File: src/rtl/matrix_pkg.sv
// Shared sizing and state encoding for the matrix result path.
package matrix_pkg;

    localparam int ROWS     = 5;
    localparam int COLS     = 3;
    localparam int WIDTH    = 15;
    localparam int RESULT_W = ROWS * COLS * WIDTH;
    localparam int ROW_W    = 3;
    localparam int COL_W    = 2;

    typedef enum logic [0:0] {
        IDLE   = 1'b0,
        STREAM = 1'b1
    } state_t;

endpackage

File: src/rtl/matrix_elem_counter.sv
// Row-major row/col index counter over a ROWS x COLS matrix.
// clear has priority over advance. Both wraps are explicit compares,
// so the design never depends on natural counter overflow.
module matrix_elem_counter
    import matrix_pkg::*;
(
    input  logic             i_clk,
    input  logic             i_rst,
    input  logic             i_clear,
    input  logic             i_advance,
    output logic [ROW_W-1:0] o_row,
    output logic [COL_W-1:0] o_col,
    output logic             o_last
);

    logic [ROW_W-1:0] r_row;
    logic [COL_W-1:0] r_col;
    logic             w_col_end;
    logic             w_row_end;

    assign w_col_end = (r_col == COL_W'(COLS - 1));
    assign w_row_end = (r_row == ROW_W'(ROWS - 1));

    // Index register: clear to (0,0), else step col, carrying into row.
    always_ff @(posedge i_clk or posedge i_rst) begin
        if (i_rst) begin
            r_row <= '0;
            r_col <= '0;
        end else if (i_clear) begin
            r_row <= '0;
            r_col <= '0;
        end else if (i_advance) begin
            if (w_col_end) begin
                r_col <= '0;
                if (w_row_end) begin
                    r_row <= '0;
                end else begin
                    r_row <= r_row + 1'b1;
                end
            end else begin
                r_col <= r_col + 1'b1;
            end
        end
    end

    assign o_row  = r_row;
    assign o_col  = r_col;
    assign o_last = w_col_end & w_row_end;

endmodule

File: src/rtl/matrix_result_streamer.sv
// Captures the flattened multiplier result on a rising Finished and streams
// the elements out row-major, one per valid/ready handshake.
//
// Handshake: a beat transfers on a rising clock when o_elem_valid and
// i_elem_ready are both high. o_elem_valid never drops before its transfer,
// data/row/col/last hold steady while valid & ~ready, and i_elem_ready is
// ignored while valid is low.
module matrix_result_streamer
    import matrix_pkg::*;
(
    input  logic                i_clk,
    input  logic                i_reset,
    input  logic [RESULT_W-1:0] i_matrix_result,
    input  logic                i_finished,
    output logic [WIDTH-1:0]    o_elem_data,
    output logic [ROW_W-1:0]    o_elem_row,
    output logic [COL_W-1:0]    o_elem_col,
    output logic                o_elem_valid,
    output logic                o_elem_last,
    input  logic                i_elem_ready,
    output logic                o_busy,
    output logic                o_overrun,
    output logic                o_dbg_state
);

    state_t              r_state;
    state_t              w_next_state;
    logic                r_finished_q;
    logic [RESULT_W-1:0] r_hold;
    logic                r_overrun;

    logic                w_rise;
    logic                w_handshake;
    logic                w_last_hs;
    logic                w_capture;
    logic                w_drop;
    logic [ROW_W-1:0]    w_row;
    logic [COL_W-1:0]    w_col;
    logic                w_cnt_last;
    logic [WIDTH-1:0]    w_elem;

    // Finished resets high so a level already high out of reset is not a rise.
    assign w_rise      = i_finished & ~r_finished_q;
    assign w_handshake = (r_state == STREAM) & i_elem_ready;
    assign w_last_hs   = w_handshake & w_cnt_last;
    // A rise while streaming is lost unless it lands on the final handshake.
    assign w_drop      = w_rise & (r_state == STREAM) & ~w_last_hs;

    matrix_elem_counter u_counter (
        .i_clk     (i_clk),
        .i_rst     (i_reset),
        .i_clear   (w_capture),
        .i_advance (w_handshake),
        .o_row     (w_row),
        .o_col     (w_col),
        .o_last    (w_cnt_last)
    );

    // Edge-detector history of Finished.
    always_ff @(posedge i_clk or posedge i_reset) begin
        if (i_reset) begin
            r_finished_q <= 1'b1;
        end else begin
            r_finished_q <= i_finished;
        end
    end

    // Holding register: the only source of element data, loaded on accepted rises.
    always_ff @(posedge i_clk or posedge i_reset) begin
        if (i_reset) begin
            r_hold <= '0;
        end else if (w_capture) begin
            r_hold <= i_matrix_result;
        end
    end

    // Sticky overrun flag, cleared only by reset.
    always_ff @(posedge i_clk or posedge i_reset) begin
        if (i_reset) begin
            r_overrun <= 1'b0;
        end else if (w_drop) begin
            r_overrun <= 1'b1;
        end
    end

    // FSM state register.
    always_ff @(posedge i_clk or posedge i_reset) begin
        if (i_reset) begin
            r_state <= IDLE;
        end else begin
            r_state <= w_next_state;
        end
    end

    // FSM next state and capture decision.
    always_comb begin
        w_next_state = r_state;
        w_capture    = 1'b0;
        case (r_state)
            IDLE: begin
                if (w_rise) begin
                    w_next_state = STREAM;
                    w_capture    = 1'b1;
                end
            end
            STREAM: begin
                if (w_last_hs) begin
                    if (w_rise) begin
                        w_capture = 1'b1;
                    end else begin
                        w_next_state = IDLE;
                    end
                end
            end
            default: w_next_state = IDLE;
        endcase
    end

    // Element select: plain mux over the held frame, Result[0][0] in the MSBs.
    always_comb begin
        w_elem = '0;
        for (int r = 0; r < ROWS; r++) begin
            for (int c = 0; c < COLS; c++) begin
                if (w_row == ROW_W'(r) && w_col == COL_W'(c)) begin
                    w_elem = r_hold[WIDTH*(ROWS*COLS-(r*COLS+c))-1 -: WIDTH];
                end
            end
        end
    end

    // FSM outputs; element fields read as zero outside a stream.
    always_comb begin
        o_elem_valid = 1'b0;
        o_busy       = 1'b0;
        o_elem_last  = 1'b0;
        o_elem_data  = '0;
        o_elem_row   = '0;
        o_elem_col   = '0;
        if (r_state == STREAM) begin
            o_elem_valid = 1'b1;
            o_busy       = 1'b1;
            o_elem_last  = w_cnt_last;
            o_elem_data  = w_elem;
            o_elem_row   = w_row;
            o_elem_col   = w_col;
        end
    end

    assign o_overrun   = r_overrun;
    assign o_dbg_state = r_state;

endmodule

File: config.mk
export PLATFORM = sky130hd
export DESIGN_NAME = matrix_result_streamer
export DESIGN_NICKNAME = d
export VERILOG_FILES = /design/src/rtl/matrix_pkg.sv /design/src/rtl/matrix_elem_counter.sv /design/src/rtl/matrix_result_streamer.sv
export SDC_FILE = /design/constraint.sdc
export NUM_CORES = 1
export LEC_CHECK = 0
export CAP_MARGIN = 20
export CORE_ASPECT_RATIO = 1.5
export CORE_UTILIZATION = 46
export DETAILED_ROUTE_END_ITERATION = 12
export GPL_TIMING_DRIVEN = 0
export PLACE_DENSITY = 0.77
export SLEW_MARGIN = 20
export SYNTH_ARGS = -nofsm -noshare
export SYNTH_HDL_FRONTEND = slang
export SYNTH_SLANG_ARGS = --single-unit
export TNS_END_PERCENT = 10
File: constraint.sdc
create_clock -name i_clk -period 7.3 [get_ports i_clk]
set_input_delay 1.46 -clock i_clk [delete_from_list [all_inputs] [get_ports i_clk]]
set_output_delay 1.46 -clock i_clk [all_outputs]
set_load 0.01 [all_outputs]
Word level (Yosys, flattened, before mapping)
Index checks and enable logic that the tools add are counted.
Operators by class
  add/subtract/negate cells: 2
  eq/ne operators: 6
  multiplexer cells: 32
  bitwise gates (word level): 9
  reduce and logical (&&, ||, !) cells: 20
Operators with widths (count)
  2-to-1 mux 15 bit: 16
  logical AND 1 bit: 15
  2-to-1 mux 3 bit: 5
  2-to-1 mux 2 bit: 4
  AND 1 bit: 6
  equality test 3 x 2 -> 1 bit, second input constant: 2
  2-to-1 mux 1 bit: 5
  one-hot mux 1 bit (2 select lines): 2
  nonzero test 2 bit: 2
  adder 3 x 1 -> 3 bit, second input constant: 1
  equality test 3 x 1 -> 1 bit, second input constant: 1
  equality test 3 bit, second input constant: 1
  zero test 3 bit: 1
  inverter 1 bit: 3
  adder 2 x 1 -> 2 bit, second input constant: 1
  equality test 2 x 1 -> 1 bit, second input constant: 1
  equality test 2 bit, second input constant: 1
  zero test 2 bit: 1
  AND reduction 2 bit: 1
Word-level totals
  flip-flop bits (word level): 233
  bits of input ports: 229

Logic depth before layout (Yosys ltp)
  word-level depth: 18
  gate-level depth with buffers: 11
  gate-level depth less buffers: 7

Hierarchy
A second synthesis with hierarchy kept.
Second synthesis, totals
  cell total of the unflattened synthesis: 943
  area total of the unflattened synthesis: 11398.4 µm²
By module, submodules not included
  matrix_result_streamer: instances 1, cells each 914, area an instance 11109.4 µm², sequential area each 5706.7 µm²
  matrix_elem_counter: instances 1, cells each 29, area an instance 289.0 µm², sequential area each 125.1 µm²

Worst setup path after synthesis
Ideal clock, no wire load.
  kind: register -> output
  from: register u_counter.r_row[2], in the netlist u_counter.o_row[2]
  to: output o_elem_data[10]
  data arrival time: 2260 ps
  data required time: 5840 ps
  slack: 3580 ps
  cell stages (with the launch flop): 12
  buffers on the path: 4
  cells stage by stage: dfrtp_1 buf_2 buf_4 inv_1 ha_1 buf_2 or3b_2 buf_2 o311a_1 nor3_1 a211oi_1 o221a_2
Between the ends
  cells in the longest elaborated chain, start to end: 18
  elaborated cells between the ends (all ways): 36
  those cells by class: 4 x eq/ne; 16 x mux; 16 x reduce/logical
Ends and longest elaborated chain
  start, declared: line matrix_elem_counter.sv:16  | logic [ROW_W-1:0] r_row;
  start signal, assigned: line matrix_elem_counter.sv:38  | r_row <= r_row + 1'b1;
  zero test 3 bit: line matrix_result_streamer.sv:124  | if (w_row == ROW_W'(r) && w_col == COL_W'(c)) begin
  logical AND 1 bit: line matrix_result_streamer.sv:124
  2-to-1 mux 15 bit (14 in series): line matrix_result_streamer.sv:124
  2-to-1 mux 15 bit (*): line matrix_result_streamer.sv:124
  2-to-1 mux 15 bit (*): line matrix_result_streamer.sv:139  | if (r_state == STREAM) begin
  end, declared: line matrix_result_streamer.sv:15  | output logic [WIDTH-1:0] o_elem_data,
Every way passes the cells marked *; elsewhere a longest branch is shown, timed or not.

Final worst setup path
Same ends and word-level chain as after synthesis.

==> flow_metrics.py <==
metrics = {
    "status": {
        "outcome": "finished clean",
    },
    "synthesis": {
        "ys_async_sr_fraction": 1.00,
        "syn_area_per_cell_um2": 12.0,
        "ys_ff_latch": 233,
        "syn-num-nets": 1201,
        "synthTopCellsByCount": "232 x dfrtp_1, 195 x mux2_1, 63 x o21ai_0",
        "synth-seq-area-share": 0.501,
        "yosysTopAreaCell": "dfrtp_1",
        "synth_edf_count": 0,
        "ys_top_cells_by_area": "dfrtp_1 50%, mux2_1 19%, mux2_2 3.8%",
        "yosysMostFrequentCell": "dfrtp_1",
        "synth_cells": 967,
        "ys_types": 65,
        "ys.warnings.count": 0,
        "synth.top_cell.area_share": 0.499,
        "synth_ff_type": "dfrtp_1",
        "synthesis.area_mm2": 0.0116,
    },
    "global_route": {
        "grt_overflow": 0,
        "grt_pass1_vias": 10184,
        "grt_max_degree": 36,
        "antenna_found_initial": 0,
        "grt_pass1_wl_mm": 60.7,
        "track_usage": 0.318,
    },
    "setup_path": {
        "crit_slowest_cell": "nor3b_2",
        "cp-end-kind": "primary output",
        "path_cells": "buf_2 -> buf_4 -> inv_1 -> ha_1 -> buf_2 -> nor3b_2 -> a22o_1 -> a2111oi_2 -> a211oi_1 -> o221a_2 -> clkdlybuf4s50_1",
        "cpMostUsedCell": "buf_2",
        "critical_path.max_fanout": 10,
        "crit_required_ps": 5840,
        "crit_type": "flop to primary output",
        "r2r_cells": 9,
        "rr_startpoint": "u_counter.o_row[0]$_DFFE_PP0P_",
        "cp-start-kind": "flop",
        "worst-endpoint-arrival_ps": 4550,
        "worst-path-buf-inv": 5,
        "cp_top_family": "buffers and inverters",
        "rrSetupSlack_ps": 4440,
        "slowest_delay_ps": 750,
        "timing.rr.end": "r_hold[121]$_DFFE_PP0P_",
    },
    "sta": {
        "slew_viol_final": 0,
        "fin_crit_sh": 0.823,
        "finClkSkew_ps": 21.5,
        "setup_violations": 0,
        "worstMarginPinSlew_ps": 886,
        "hold_viol": 0,
        "slew_headroom": 0.403,
        "rsz0062_at_grt": "no",
        "fin_crit_ps": 6010,
        "fmax_ghz": 0.167,
        "tns_ps": 0,
    },
    "clock_tree": {
        "htree_levels": 1,
        "cts_sinks": 233,
        "cts_tree": "yes",
        "cts_root_buf": "clkbuf_16",
        "clockBufferDepth": 3,
        "clock_latency_ps": 520,
        "hold_buffers": 0,
        "path_clk_slew_ps": 70,
        "cts_setup_buffers": 0,
        "cts_resized": 0,
        "cts_buffers": 23,
    },
    "placed_design": {
        "placedCellCount": 1551,
        "port_buffers": 253,
        "post-dp-hpwl_mm": 32.1,
        "postPlaceCellArea_mm2": 0.0147,
        "gp_congestion": 0.974,
    },
    "final_layout": {
        "nets": 1486,
        "n_antenna_cell": 0,
        "instances_no_fill": 1592,
        "postLayoutCellArea_mm2": 0.0155,
        "area_growth_pct": 33.1,
        "layout-drive-gt1-share": 0.122,
        "final_util": 0.630,
        "fillers": 1934,
    },
    "die": {
        "dieArea_mm2": 0.0260,
        "start_util": 0.473,
        "ios": 254,
        "die-height_um": 197,
        "placeableCoreArea_mm2": 0.0246,
        "num_rows": 70,
        "fp.dieW_um": 132,
    },
    "power": {
        "p_clk_frac": 0.192,
        "leakagePower_uw": 0.00657,
        "vdd_drop_max_mv": 0.209,
        "total_power_uw": 6360,
        "seqPwrFrac": 0.371,
        "cellPowerDensity_mw_per_mm2": 411,
        "power.switching_uw": 2440,
        "p_comb_frac": 0.437,
        "netSwitchingFraction": 0.384,
        "p_int_uw": 3920,
    },
    "hold_path": {
        "whs_endpoint": "r_hold[213]$_DFFE_PP0P_",
        "hold_depth": 1,
        "holdCritPathClass": "flop to flop",
        "min_from": "r_hold[213]$_DFFE_PP0P_",
    },
    "route": {
        "wl_per_cell_um": 25.5,
        "vias": 9368,
        "drt_iter0_drc": 740,
        "drc_errors": 0,
        "avgViaCountPerCell": 5.88,
        "postRouteAntennaNets": 0,
        "routed_wirelength_mm": 40.7,
        "drt-pass1-iter-count": 5,
    },
    "job": {
        "maxCapViolations": 0,
    },
}
per-layer routing:
layer,vias to the layer above,part of all wire,GRT usage
met4,0,0.068,0.201
met3,125,0.056,0.0378
met5,-,0,0
li1,4128,-,-
met1,4652,0.36,0.351
met2,463,0.52,0.578
power groups by stage:
stage / Combinational (uW) / Sequential [uW] / Clock [uW]
after floorplan: 1640 / 2160 / 0
after global placement: 2670 / 2340 / 0
after detailed placement: 2730 / 2370 / 0
after CTS: 2750 / 2350 / 1230
after global routing: 2960 / 2410 / 1290
final: 2780 / 2360 / 1220
stage by stage:
stage          hold WS [ps]  worst slack, ps
2_1_floorplan           449             2790
4_1_cts                 487             1360
3_3_place_gp            461             1120
3_5_place_dp            469             1910
6_report                483             1290
5_1_grt                 496             1210
how the worst max path moves through the flow:
stage                     slack (ps)  depth (start not counted)                           start                     end
after CTS                       1360                         11  u_counter.o_row[2]$_DFFE_PP0P_         o_elem_data[10]
after global routing            1210                         11  u_counter.o_row[2]$_DFFE_PP0P_         o_elem_data[10]
after global placement          1120                          2                         i_reset  r_hold[63]$_DFFE_PP0P_
after detailed placement        1910                         11  u_counter.o_row[2]$_DFFE_PP0P_         o_elem_data[10]
after floorplan                 2790                          1                         i_reset   o_dbg_state$_DFF_PP0_
final                           1290                         11  u_counter.o_row[2]$_DFFE_PP0P_         o_elem_data[10]
layout by cell type (no fill, tap or decap), types with 10 or more instances in the layout:
cell               n
buf_6             20
clkbuf_1          28
a211oi_1          14
a22oi_1           10
clkdlybuf4s50_1  253
a221oi_1          12
clkbuf_16         23
dfrtp_1          232
a2bb2oi_1         11
nand3b_1          10
o22ai_1           17
o21ai_0           63
buf_2             26
mux2_1           195
nand2b_1          10
inv_1             13
nor2_1            32
nand2_1           37
mux2_2            39
nand3_1           11
a21oi_1           49
sequential cells by signal, summed over array words and instances (netlist names):
register and flops:
r_hold 225, o_overrun 1, u_counter.o_col 2, o_dbg_state 1
u_counter.o_row 3, r_finished_q 1
cell type report:
cell class	instances	area (um^2)	area share
plain buffers	78	539	0.0348
repair buffers	260	2680	0.173
clock inverters	6	105	0.00678
inverters	14	56.3	0.00363
multi-input cells	642	5220	0.337
clock buffers	35	661	0.0426
flip-flops and latches	233	5830	0.376
well taps	324	405	0.0262
cells by family (layout without fill, tap and decap cells):
logic type / count (synthesis) / after routing / synth area share
AO/OA/AOI/OAI: 252 / 252 / 0.144
adder cells (fa/ha/maj): 5 / 5 / 0.00537
buffers and inverters: 92 / 393 / 0.0508
flip-flops: 233 / 233 / 0.501
multiplexers: 242 / 242 / 0.233
AND/OR/NAND/NOR: 143 / 143 / 0.0655
Note: power is estimated with default switching activity, not from simulation.
